<file path="config.mk">
export PLATFORM = sky130hd
export DESIGN_NAME = id_ex_pipe_reg
export DESIGN_NICKNAME = d
export VERILOG_FILES = /design/src/rtl/id_ex_pipe_reg.sv
export SDC_FILE = /design/constraint.sdc
export NUM_CORES = 1
export LEC_CHECK = 0
export CELL_PAD_IN_SITES_DETAIL_PLACEMENT = 1
export CELL_PAD_IN_SITES_GLOBAL_PLACEMENT = 1
export CORE_ASPECT_RATIO = 1.75
export CORE_MARGIN = 2
export CORE_UTILIZATION = 32
export CTS_CLUSTER_SIZE = 24
export DETAILED_ROUTE_END_ITERATION = 7
export PLACE_DENSITY = 0.95
export SLEW_MARGIN = 40
export SYNTH_ARGS = -nofsm -noshare
export SYNTH_HDL_FRONTEND = slang
export SYNTH_SLANG_ARGS = --single-unit
</file>
<file path="constraint.sdc">
create_clock -name clk -period 3.4 [get_ports clk]
set_input_delay 0.51 -clock clk [delete_from_list [all_inputs] [get_ports clk]]
set_output_delay 0.51 -clock clk [all_outputs]
set_load 0.02 [all_outputs]
</file>
<file path="src/rtl/id_ex_pipe_reg.sv">
// -----------------------------------------------------------------------------
// id_ex_pipe_reg
//
// ID/EX pipeline register for the 5-stage MIPS core, with load-use hazard
// detection folded in. Decoded operands, the sign-extended immediate, register
// indices and control bits are captured at the end of ID and presented to EX
// one cycle later. Bubbles are inserted on a branch flush or a load-use hazard.
// The whole register freezes on a downstream hold. A saturating counter tracks
// how many load-use bubbles have been inserted.
//
// Ports
//   clk, reset              rising-edge clock, synchronous active-high reset
//   hold                    downstream freeze; register keeps its contents
//   flush                   branch taken; the instruction in ID is discarded
//   id_valid                ID holds a real instruction
//   read_data_1/2, ins_15_0 ID operands and sign-extended immediate (DATA_W)
//   rs, rt, rd              ID register fields
//   reg_write .. branch     ID control bits
//   alu_op                  ID ALU op (000 add, 001 sub, 010 R-type, 011 I-type)
//   ID_EX_*                 registered copies of the above, plus ID_EX_valid
//   pc_write, if_id_write   combinational; 0 freezes PC and IF/ID
//   stall_cycles            load-use bubbles inserted, saturating
// -----------------------------------------------------------------------------
module id_ex_pipe_reg #(
    parameter int unsigned DATA_W = 32,
    parameter int unsigned CNT_W  = 16
) (
    input  logic              clk,
    input  logic              reset,
    input  logic              hold,
    input  logic              flush,
    input  logic              id_valid,
    input  logic [DATA_W-1:0] read_data_1,
    input  logic [DATA_W-1:0] read_data_2,
    input  logic [DATA_W-1:0] ins_15_0,
    input  logic [4:0]        rs,
    input  logic [4:0]        rt,
    input  logic [4:0]        rd,
    input  logic              reg_write,
    input  logic              mem_to_reg,
    input  logic              mem_read,
    input  logic              mem_write,
    input  logic              alu_src,
    input  logic              reg_dst,
    input  logic              branch,
    input  logic [2:0]        alu_op,
    output logic [DATA_W-1:0] ID_EX_read_data_1,
    output logic [DATA_W-1:0] ID_EX_read_data_2,
    output logic [DATA_W-1:0] ID_EX_ins_15_0,
    output logic [4:0]        ID_EX_rs,
    output logic [4:0]        ID_EX_rt,
    output logic [4:0]        ID_EX_rd,
    output logic              ID_EX_reg_write,
    output logic              ID_EX_mem_to_reg,
    output logic              ID_EX_mem_read,
    output logic              ID_EX_mem_write,
    output logic              ID_EX_alu_src,
    output logic              ID_EX_reg_dst,
    output logic              ID_EX_branch,
    output logic [2:0]        ID_EX_alu_op,
    output logic              ID_EX_valid,
    output logic              pc_write,
    output logic              if_id_write,
    output logic [CNT_W-1:0]  stall_cycles
);

    localparam int unsigned REG_W    = 5;
    localparam int unsigned ALU_OP_W = 3;

    // Control bits squashed to zero on a bubble.
    typedef struct packed {
        logic                reg_write;
        logic                mem_to_reg;
        logic                mem_read;
        logic                mem_write;
        logic                alu_src;
        logic                reg_dst;
        logic                branch;
        logic [ALU_OP_W-1:0] alu_op;
    } ctrl_t;

    // Operands and indices; captured even on a bubble so they stay deterministic.
    typedef struct packed {
        logic [DATA_W-1:0] read_data_1;
        logic [DATA_W-1:0] read_data_2;
        logic [DATA_W-1:0] ins_15_0;
        logic [REG_W-1:0]  rs;
        logic [REG_W-1:0]  rt;
        logic [REG_W-1:0]  rd;
    } data_t;

    // What the register does at the next edge (reset handled in the flop block).
    typedef enum logic [1:0] {
        ACT_LOAD  = 2'd0,
        ACT_HOLD  = 2'd1,
        ACT_FLUSH = 2'd2,
        ACT_STALL = 2'd3
    } act_e;

    localparam logic [CNT_W-1:0] CNT_MAX = {CNT_W{1'b1}};

    ctrl_t            ctrl_q, ctrl_d, ctrl_in;
    data_t            data_q, data_d, data_in;
    logic             valid_q, valid_d;
    logic [CNT_W-1:0] cnt_q, cnt_d;
    logic             luh;
    logic             rt_match;
    act_e             act;

    // Bundle the ID-stage inputs.
    always_comb begin
        ctrl_in.reg_write  = reg_write;
        ctrl_in.mem_to_reg = mem_to_reg;
        ctrl_in.mem_read   = mem_read;
        ctrl_in.mem_write  = mem_write;
        ctrl_in.alu_src    = alu_src;
        ctrl_in.reg_dst    = reg_dst;
        ctrl_in.branch     = branch;
        ctrl_in.alu_op     = alu_op;

        data_in.read_data_1 = read_data_1;
        data_in.read_data_2 = read_data_2;
        data_in.ins_15_0    = ins_15_0;
        data_in.rs          = rs;
        data_in.rt          = rt;
        data_in.rd          = rd;
    end

    // Load-use hazard: load in EX writes a non-zero register that ID reads.
    // Both rs and rt are compared regardless of opcode (conservative).
    always_comb begin
        rt_match = (data_q.rt == rs) || (data_q.rt == rt);
        luh      = valid_q && ctrl_q.mem_read && (data_q.rt != REG_W'(0))
                   && id_valid && rt_match;
    end

    assign pc_write    = ~(luh | hold);
    assign if_id_write = ~(luh | hold);

    // Update priority below reset: hold, flush, load-use, load.
    always_comb begin
        act = ACT_LOAD;
        if (hold) begin
            act = ACT_HOLD;
        end else if (flush) begin
            act = ACT_FLUSH;
        end else if (luh) begin
            act = ACT_STALL;
        end
    end

    // Next register contents for each action.
    always_comb begin
        valid_d = valid_q;
        ctrl_d  = ctrl_q;
        data_d  = data_q;
        cnt_d   = cnt_q;
        case (act)
            ACT_HOLD: begin
                valid_d = valid_q;
            end
            ACT_FLUSH: begin
                valid_d = 1'b0;
                ctrl_d  = '0;
                data_d  = data_in;
            end
            ACT_STALL: begin
                valid_d = 1'b0;
                ctrl_d  = '0;
                data_d  = data_in;
                cnt_d   = (cnt_q == CNT_MAX) ? cnt_q : cnt_q + CNT_W'(1);
            end
            default: begin
                // Controls are taken as presented even when id_valid is low.
                valid_d = id_valid;
                ctrl_d  = ctrl_in;
                data_d  = data_in;
            end
        endcase
    end

    // Pipeline register and stall counter.
    always_ff @(posedge clk) begin
        if (reset) begin
            valid_q <= 1'b0;
            ctrl_q  <= '0;
            data_q  <= '0;
            cnt_q   <= '0;
        end else begin
            valid_q <= valid_d;
            ctrl_q  <= ctrl_d;
            data_q  <= data_d;
            cnt_q   <= cnt_d;
        end
    end

    assign ID_EX_read_data_1 = data_q.read_data_1;
    assign ID_EX_read_data_2 = data_q.read_data_2;
    assign ID_EX_ins_15_0    = data_q.ins_15_0;
    assign ID_EX_rs          = data_q.rs;
    assign ID_EX_rt          = data_q.rt;
    assign ID_EX_rd          = data_q.rd;
    assign ID_EX_reg_write   = ctrl_q.reg_write;
    assign ID_EX_mem_to_reg  = ctrl_q.mem_to_reg;
    assign ID_EX_mem_read    = ctrl_q.mem_read;
    assign ID_EX_mem_write   = ctrl_q.mem_write;
    assign ID_EX_alu_src     = ctrl_q.alu_src;
    assign ID_EX_reg_dst     = ctrl_q.reg_dst;
    assign ID_EX_branch      = ctrl_q.branch;
    assign ID_EX_alu_op      = ctrl_q.alu_op;
    assign ID_EX_valid       = valid_q;
    assign stall_cycles      = cnt_q;

endmodule

</file>
# Word-level counts from Yosys, hierarchy flattened
# Index checks and enable logic that the tools add are counted.
op_classes:
  reduce_logical: 8
  mux: 5
  bitwise_logic: 3
  addsub: 1
  eq_ne: 6
ops:
  columns: ["cell", "n"]
  rows:
  - ["10-bit case mux with 2 select lines", 1]
  - ["16-bit by 1-bit adder with 16-bit output (second input constant)", 1]
  - ["16-bit equality test (second input constant)", 1]
  - ["5-bit equality test", 2]
  - ["2-bit 2-to-1 mux", 3]
  - ["5-bit nonzero test", 1]
  - ["2-bit equality test (second input constant)", 2]
  - ["1-bit logical AND", 4]
  - ["2-bit by 1-bit equality test with 1-bit output (second input constant)", 1]
  - ["1-bit inverter", 2]
  - ["1-bit case mux with 2 select lines", 1]
  - ["2-bit AND reduction", 1]
  - ["2-bit OR reduction", 1]
  - ["1-bit logical OR", 1]
  - ["1-bit OR", 1]
totals:
  register_bits: 138

# Logic depth before layout (Yosys ltp)
# Gate-level depths: netlist of run 1.
logic_depth:
  ltp_word: 10
  depth_mapped: 8

# Worst setup path before layout of run 1
# No wires, ideal clock.
synth_timing:
  kind: "flip-flop to output port"
  startpoint: "register data_q (netlist bit ID_EX_rt[0])"
  endpoint: "output pc_write"
  setup_slack_ps: 968
  path_stages_with_launch: 9
  n_path_buf: 3
  t_arrival_ps: 1922
  required_time_ps: 2890
  cell_sequence: "dfxtp_1 -> xor2_1 -> nor3_1 -> a22oi_1 -> buf_2 -> nor2b_1 -> buf_2 -> nor2_1 -> buf_4"
synth_between:
  elab_chain_cells: 6
  word_cells_on_any_way: 9
  cone_classes: "eq/ne: 2; bitwise: 2; reduce/logical: 5"
synth_lines:
  columns: ["item", "line_no", "source"]
  rows:
  - ["start: declaration", "103", "data_t data_q, data_d, data_in;"]
  - ["start signal: assignment", "192", "data_q <= data_d;"]
  - ["5-bit nonzero test", "133", "luh = valid_q && ctrl_q.mem_read && (data_q.rt != REG_W'(0))"]
  - ["1-bit logical AND", "133", null]
  - ["1-bit logical AND", "134", "&& id_valid && rt_match;"]
  - ["1-bit logical AND (*)", "134", null]
  - ["1-bit OR (*)", null, null]
  - ["1-bit inverter (*)", null, null]
  - ["end: declaration", "62", "output logic pc_write,"]
# Mark *: on every way between the ends. The rest lies on a longest branch, timed or not.

# Worst setup path in the final report of run 1
layout_timing:
  startpoint: "input rt[3]"
  endpoint: "output if_id_write"
layout_between:
  elab_chain_cells: 5
layout_lines:
  columns: ["item", "line_no", "source"]
  rows:
  - ["start: declaration", "37", "input logic [4:0] rt,"]
  - ["5-bit equality test", "132", "rt_match = (data_q.rt == rs) || (data_q.rt == rt);"]
  - ["1-bit logical OR", "132", null]
  - ["1-bit logical AND", "134", null]
  - ["1-bit OR", "138", "assign if_id_write = ~(luh | hold);"]
  - ["1-bit inverter", "138", null]
  - ["end: declaration", "63", "output logic if_id_write,"]
# No other way between the ends.

==> impl_metrics.ini, run 1 <==
[flow_run]
drv_cap = 0

[logic_synthesis]
avgSynthCellArea_um2 = 10.03
synth_area_leaders = dfxtp_1 51%, mux2i_1 21%, nor2_1 8.4%
ys_seq_area_share_pct = 51.37
synth-seq-cells = 138
syn-num-nets = 663
synth_cells = 536
synth_cell_types = 41
synth_largest_area_cell = dfxtp_1
netlist_area_mm2 = 0.005378
ys_warn_count = 0
synth_top_cell_area_share_pct = 51.37

[worst_setup_path]
critPathBufInv = 2
startpoint_type = primary input
worst_setup_path_end_kind = output pin
crit_path_max_fanout = 2
cp_data_arrival_time_ns = 2.51
cp_top_family = buffers and inverters
crit_path_cell_trace = clkdlybuf4s50_1 > xor2_1 > nor3_1 > a22oi_1 > nor2b_1 > nor2_1 > clkdlybuf4s50_1
cp.required_ns = 2.89
cp_common_cell = clkdlybuf4s50_1
cp_slowest_cell = clkdlybuf4s50_1
timing_worst_setup_path_type = in -> out
critical-path-max-stage-delay_ns = 0.64

[timing]
hold_viol_final = 0
tightestPinTransition_ns = 0.6185
fin_crit_sh_pct = 88.68
slew_headroom_pct = 58.77
period_needed_ns = 3.015
rsz0062_at_grt = false
finalSetupTns_ns = 0
max_freq_ghz = 0.3317
final.setup_skew_ns = 0.008669
slew_viol_final = 0
hold_ws_ns = 0.4638
setup-violations-final = 0

[power_and_ir_drop]
powerDensity_mw_per_mm2 = 497.3
peakVddDrop_mv = 0.3063
combPwrFrac_pct = 15.2
switchingPower_mw = 1.118
p_sw_share_pct = 25.43
power_leakage_nw = 3.559
p_clk_share_pct = 44.9
p_int_mw = 3.277
seqPwrFrac_pct = 39.9

[floorplan]
fp.dieW_um = 102.0
core_mm2 = 0.01645
initial_core_util_pct = 32.70
num_io_pins = 266
die_area_mm2 = 0.01790
num_rows = 62
die_height_um = 175.5

[routing]
ant_nets = 0
first_pass_iters = 4
drtIter0Drc = 143
drt_wl_total_um = 19350
vias = 4979
wl_per_cell_um = 18.84
drc = 0
vias_per_cell = 4.848

[global_routing]
grt_util_all_layers_pct = 21.45
antenna_found_initial = 2
grt_pass1_wl_um = 29090
overflow = 0
grt_pass1_vias = 5364
grt_max_degree = 85

[layout]
nNetsFinal = 914
design_area_mm2 = 0.008838
layout-drive-gt1-share_pct = 6.500
layout_common_cells = 263 x clkdlybuf4s50_1, 138 x dfxtp_1, 120 x nor2_1
mostFrequentLayoutCell = clkdlybuf4s50_1
area_growth_pct = 64.36

[clocking]
cts_resized = 0
path_clk_slew_ns = 0.05
numCtsBuffers = 17
cts_root_buf = clkbuf_16
cts_num_sinks = 138
cts_hold_buf = 0
clkLatencyLatePin_ns = 0.42
cts_tree = yes
htreeDepth = 4
post-cts-setup-buffer-count = 0
clockBufferDepth = 2

[placed_design]
port_buffers = 265
dpl_cell_area_mm2 = 0.008199
globalplace.congestion = 0.7748
place.detailed.hpwl_um = 13950

[min_path]
hold_path_class = reg -> reg

[run_status]
status = finished, final reports clean
worst register-to-register path, stage by stage, from the launching register on:
cell and delay, ns:
dfxtp_1 0.46, ha_1 0.23, nand3_2 0.16, or4_4 0.58, nand3_2 0.26, nor4_1 0.10
mux2_1 0.32
path summary, 6_finish.rpt:
path | start | to | slack (ns) | cells past startpoint
max reg2reg | stall_cycles[0]$_SDFFE_PP0P_ | stall_cycles[6]$_SDFFE_PP0P_ | 1.18 | 6
min | ID_EX_mem_write$_SDFFE_PP0P_ | ID_EX_mem_write$_SDFFE_PP0P_ | 0.46 | 2
min reg2reg | ID_EX_mem_write$_SDFFE_PP0P_ | ID_EX_mem_write$_SDFFE_PP0P_ | 0.46 | 2
max | rt[3] | if_id_write | 0.38 | 7
power by group through the flow:
stage                     registers, mW  clock network [mW]  logic, mW
final                              1.75                1.98      0.668
after floorplan                    1.88                   0      0.196
after CTS                          1.75                2.02      0.675
after global placement             1.78                   0      0.648
after detailed placement           1.79                   0      0.667
after global routing               1.76                2.08      0.709
logic make-up after synthesis:
kind of cell,count (synthesis),share of synthesized area [%]
buffers and inverters,39,3.350
DFF,138,51.37
and+or+nand+nor,196,17.47
xor gates and xnor gates,10,1.629
adders and majority gates,1,0.2326
muxes,115,21.71
AOI/OAI and AO/OA,37,4.235
Yosys cell counts (all sizes together):
cell type and number:
a21oi 13, a22oi 1, and2b 1, and3 2
and4 1, buf 18, clkbuf 21, dfxtp 138
ha 1, mux2 4, mux2i 111, nand2 17
nand3 6, nand3b 11, nand4 8, nor2 120
nor2b 5, nor3 6, nor4 2, nor4b 1
o21ai 3, o22ai 11, o31ai 9, or2 2
or3 3, or3b 1, or4 10, xor2 10
layer usage:
metal  up-vias  GRT usage [%]  part of all wire [%]
li1       2355              -                     -
met1      2389          20.69                    34
met2       195          39.99                    56
met3        40          5.611                   6.0
met4         0          11.67                   3.7
met5         -              0                     0
through the flow:
step / cells / utilization [%] / setup slack, ns / power, mW
6_report: 1027 / 53.74 / 0.3848 / 4.395
5_1_grt: 1026 / 53.73 / 0.2523 / 4.552
4_1_cts: 1024 / 53.67 / 0.3592 / 4.451
3_5_place_dp: 992 / 49.86 / 0.3822 / 2.454
3_3_place_gp: 992 / 49.86 / 0.4275 / 2.427
2_1_floorplan: 536 / - / 0.9685 / 2.076
final cells by class:
class                   count  area [µm²]
multi-input cells         359        2435
diodes                      3       7.507
well taps                 224       280.3
repair buffers            271        2725
clock buffers              20       466.7
fillers                  1827        7607
clock inverters            12       161.4
flip-flops and latches    138        2763
Note: power is estimated with default switching activity, not from simulation.
==> inputs of run 2 (changes only) <==
- CAP_MARGIN: unset -> 25
- CORE_UTILIZATION: 32 -> 30
- PLACE_DENSITY: 0.95 -> 0.94
==> run 2 against run 1 <==
Effect of this change:
- hold slack gained 0.0038 ns
- first-iteration DRC count shrank 12%
- die area grew 6.5%
- sequential share of layout area grew 0.12 points
- clock power shrank 5%
- routed wire length is the same
- critical path type unchanged
- critical endpoint unchanged
- largest cell class unchanged
==> impl_metrics.ini, run 2 (same netlist as run 1, synthesis figures left out) <==
[clocking]
cts_hold_buf = 0
cts_resized = 0
cts_root_buf = clkbuf_16
htreeDepth = 4
numCtsBuffers = 17
cts_tree = yes
path_clk_slew_ns = 0.06
clkLatencyLatePin_ns = 0.42
clockBufferDepth = 2
post-cts-setup-buffer-count = 0
cts_num_sinks = 138

[run_status]
status = finished, final reports clean

[layout]
layout_common_cells = 263 x clkdlybuf4s50_1, 138 x dfxtp_1, 120 x nor2_1
post-route-util_pct = 50.21
layout-drive-gt1-share_pct = 6.266
fin_cells = 1030
n_fill_cell = 1910
mostFrequentLayoutCell = clkdlybuf4s50_1
regArea_mm2 = 0.002763
multi_input_area_mm2 = 0.002435
nNetsFinal = 915
design_area_mm2 = 0.008805
area_growth_pct = 63.73

[flow_run]
drv_cap = 0

[routing]
drc = 0
first_pass_iters = 4
drt_wl_total_um = 19350
drtIter0Drc = 126
wl_per_cell_um = 18.78
vias_per_cell = 4.844
vias = 4989
ant_nets = 0

[placed_design]
place.detailed.hpwl_um = 14130
dp_cells = 1000
dpl_cell_area_mm2 = 0.008215
port_buffers = 265
globalplace.congestion = 0.7775

[floorplan]
die_area_mm2 = 0.01906
die_height_um = 181.1
fp.dieW_um = 105.2
num_rows = 64
core_mm2 = 0.01754
initial_core_util_pct = 30.66
num_io_pins = 266

[timing]
final.setup_skew_ns = 0.007470
period_needed_ns = 2.995
rsz0062_at_grt = false
tightestPinTransition_ns = 0.6922
slew_viol_final = 0
slew_headroom_pct = 53.85
finalSetupTns_ns = 0
fin_crit_sh_pct = 88.10
setup-violations-final = 0
hold_viol_final = 0
max_freq_ghz = 0.3339

[global_routing]
grt_pass1_vias = 5520
overflow = 0
grt_util_all_layers_pct = 20.45
grt_max_degree = 88
antenna_found_initial = 1
grt_pass1_wl_um = 30190

[power_and_ir_drop]
powerDensity_mw_per_mm2 = 488.6
power.total_mw = 4.302
peakVddDrop_mv = 0.3076
power_leakage_nw = 3.551

[min_path]
hold_path_class = reg -> reg
hold_path_depth = 2

[worst_setup_path]
cp.required_ns = 2.89
crit_path_max_fanout = 2
worst_setup_path_end_kind = output pin
reg2regPathDepth = 6
timing_worst_setup_path_type = in -> out
startpoint_type = primary input
cp_data_arrival_time_ns = 2.49
[run 2: layout make-up]
class	count	share of cell area (%)
Multi-Input combinational cell	359	27.65
Sequential cell	138	31.38
Timing Repair Buffer	272	30.99
Tap cell	231	3.283
Clock buffer	18	4.988
Antenna cell	1	0.02842
Clock inverter	11	1.677
[run 2: through the flow]
stage	worst slack [ns]	hold slack, ns
finish	0.4046	0.4676
global route	0.2314	0.4888
CTS	0.3317	0.4690
detailed placement	0.3880	0.4605
global placement	0.4223	0.4525
floorplan	0.9685	0.5444
[run 2: metal layers]
| layer | GRT usage [%] | part of all wire [%] | vias up |
|---|---|---|---|
| li1 | - | - | 2354 |
| met1 | 18.75 | 34 | 2399 |
| met2 | 39.59 | 57 | 193 |
| met3 | 5.087 | 5.0 | 43 |
| met4 | 11.79 | 4.6 | 0 |
| met5 | 0 | 0 | - |
[run 2: worst paths after layout]
check,from,endpoint,slack [ns]
setup reg to reg,stall_cycles[0]$_SDFFE_PP0P_,stall_cycles[6]$_SDFFE_PP0P_,1.18
hold / removal,ID_EX_alu_op[2]$_SDFFE_PP0P_,ID_EX_alu_op[2]$_SDFFE_PP0P_,0.47
hold reg to reg,ID_EX_alu_op[2]$_SDFFE_PP0P_,ID_EX_alu_op[2]$_SDFFE_PP0P_,0.47
setup / recovery,rt[0],if_id_write,0.40
[run 2: critical path, stage by stage]
cell and delay, ns:
clkdlybuf4s50_1 0.52, xor2_1 0.16, nor3_1 0.08, a22oi_1 0.28, nor2b_1 0.14, nor2_1 0.16, clkdlybuf4s50_1 0.63
[run 2: report_power, final]
group	switching [mW]	internal (mW)	leakage, nW
Combinational	0.311	0.356	2.13
Clock	0.721	1.16	0.288
Sequential	0.0503	1.70	1.14
==> inputs of run 3 (changes only) <==
- SLEW_MARGIN: 40 -> unset
==> results of run 3 <==
Same layout as run 2: the final DEF is identical, and so are final timing and power.
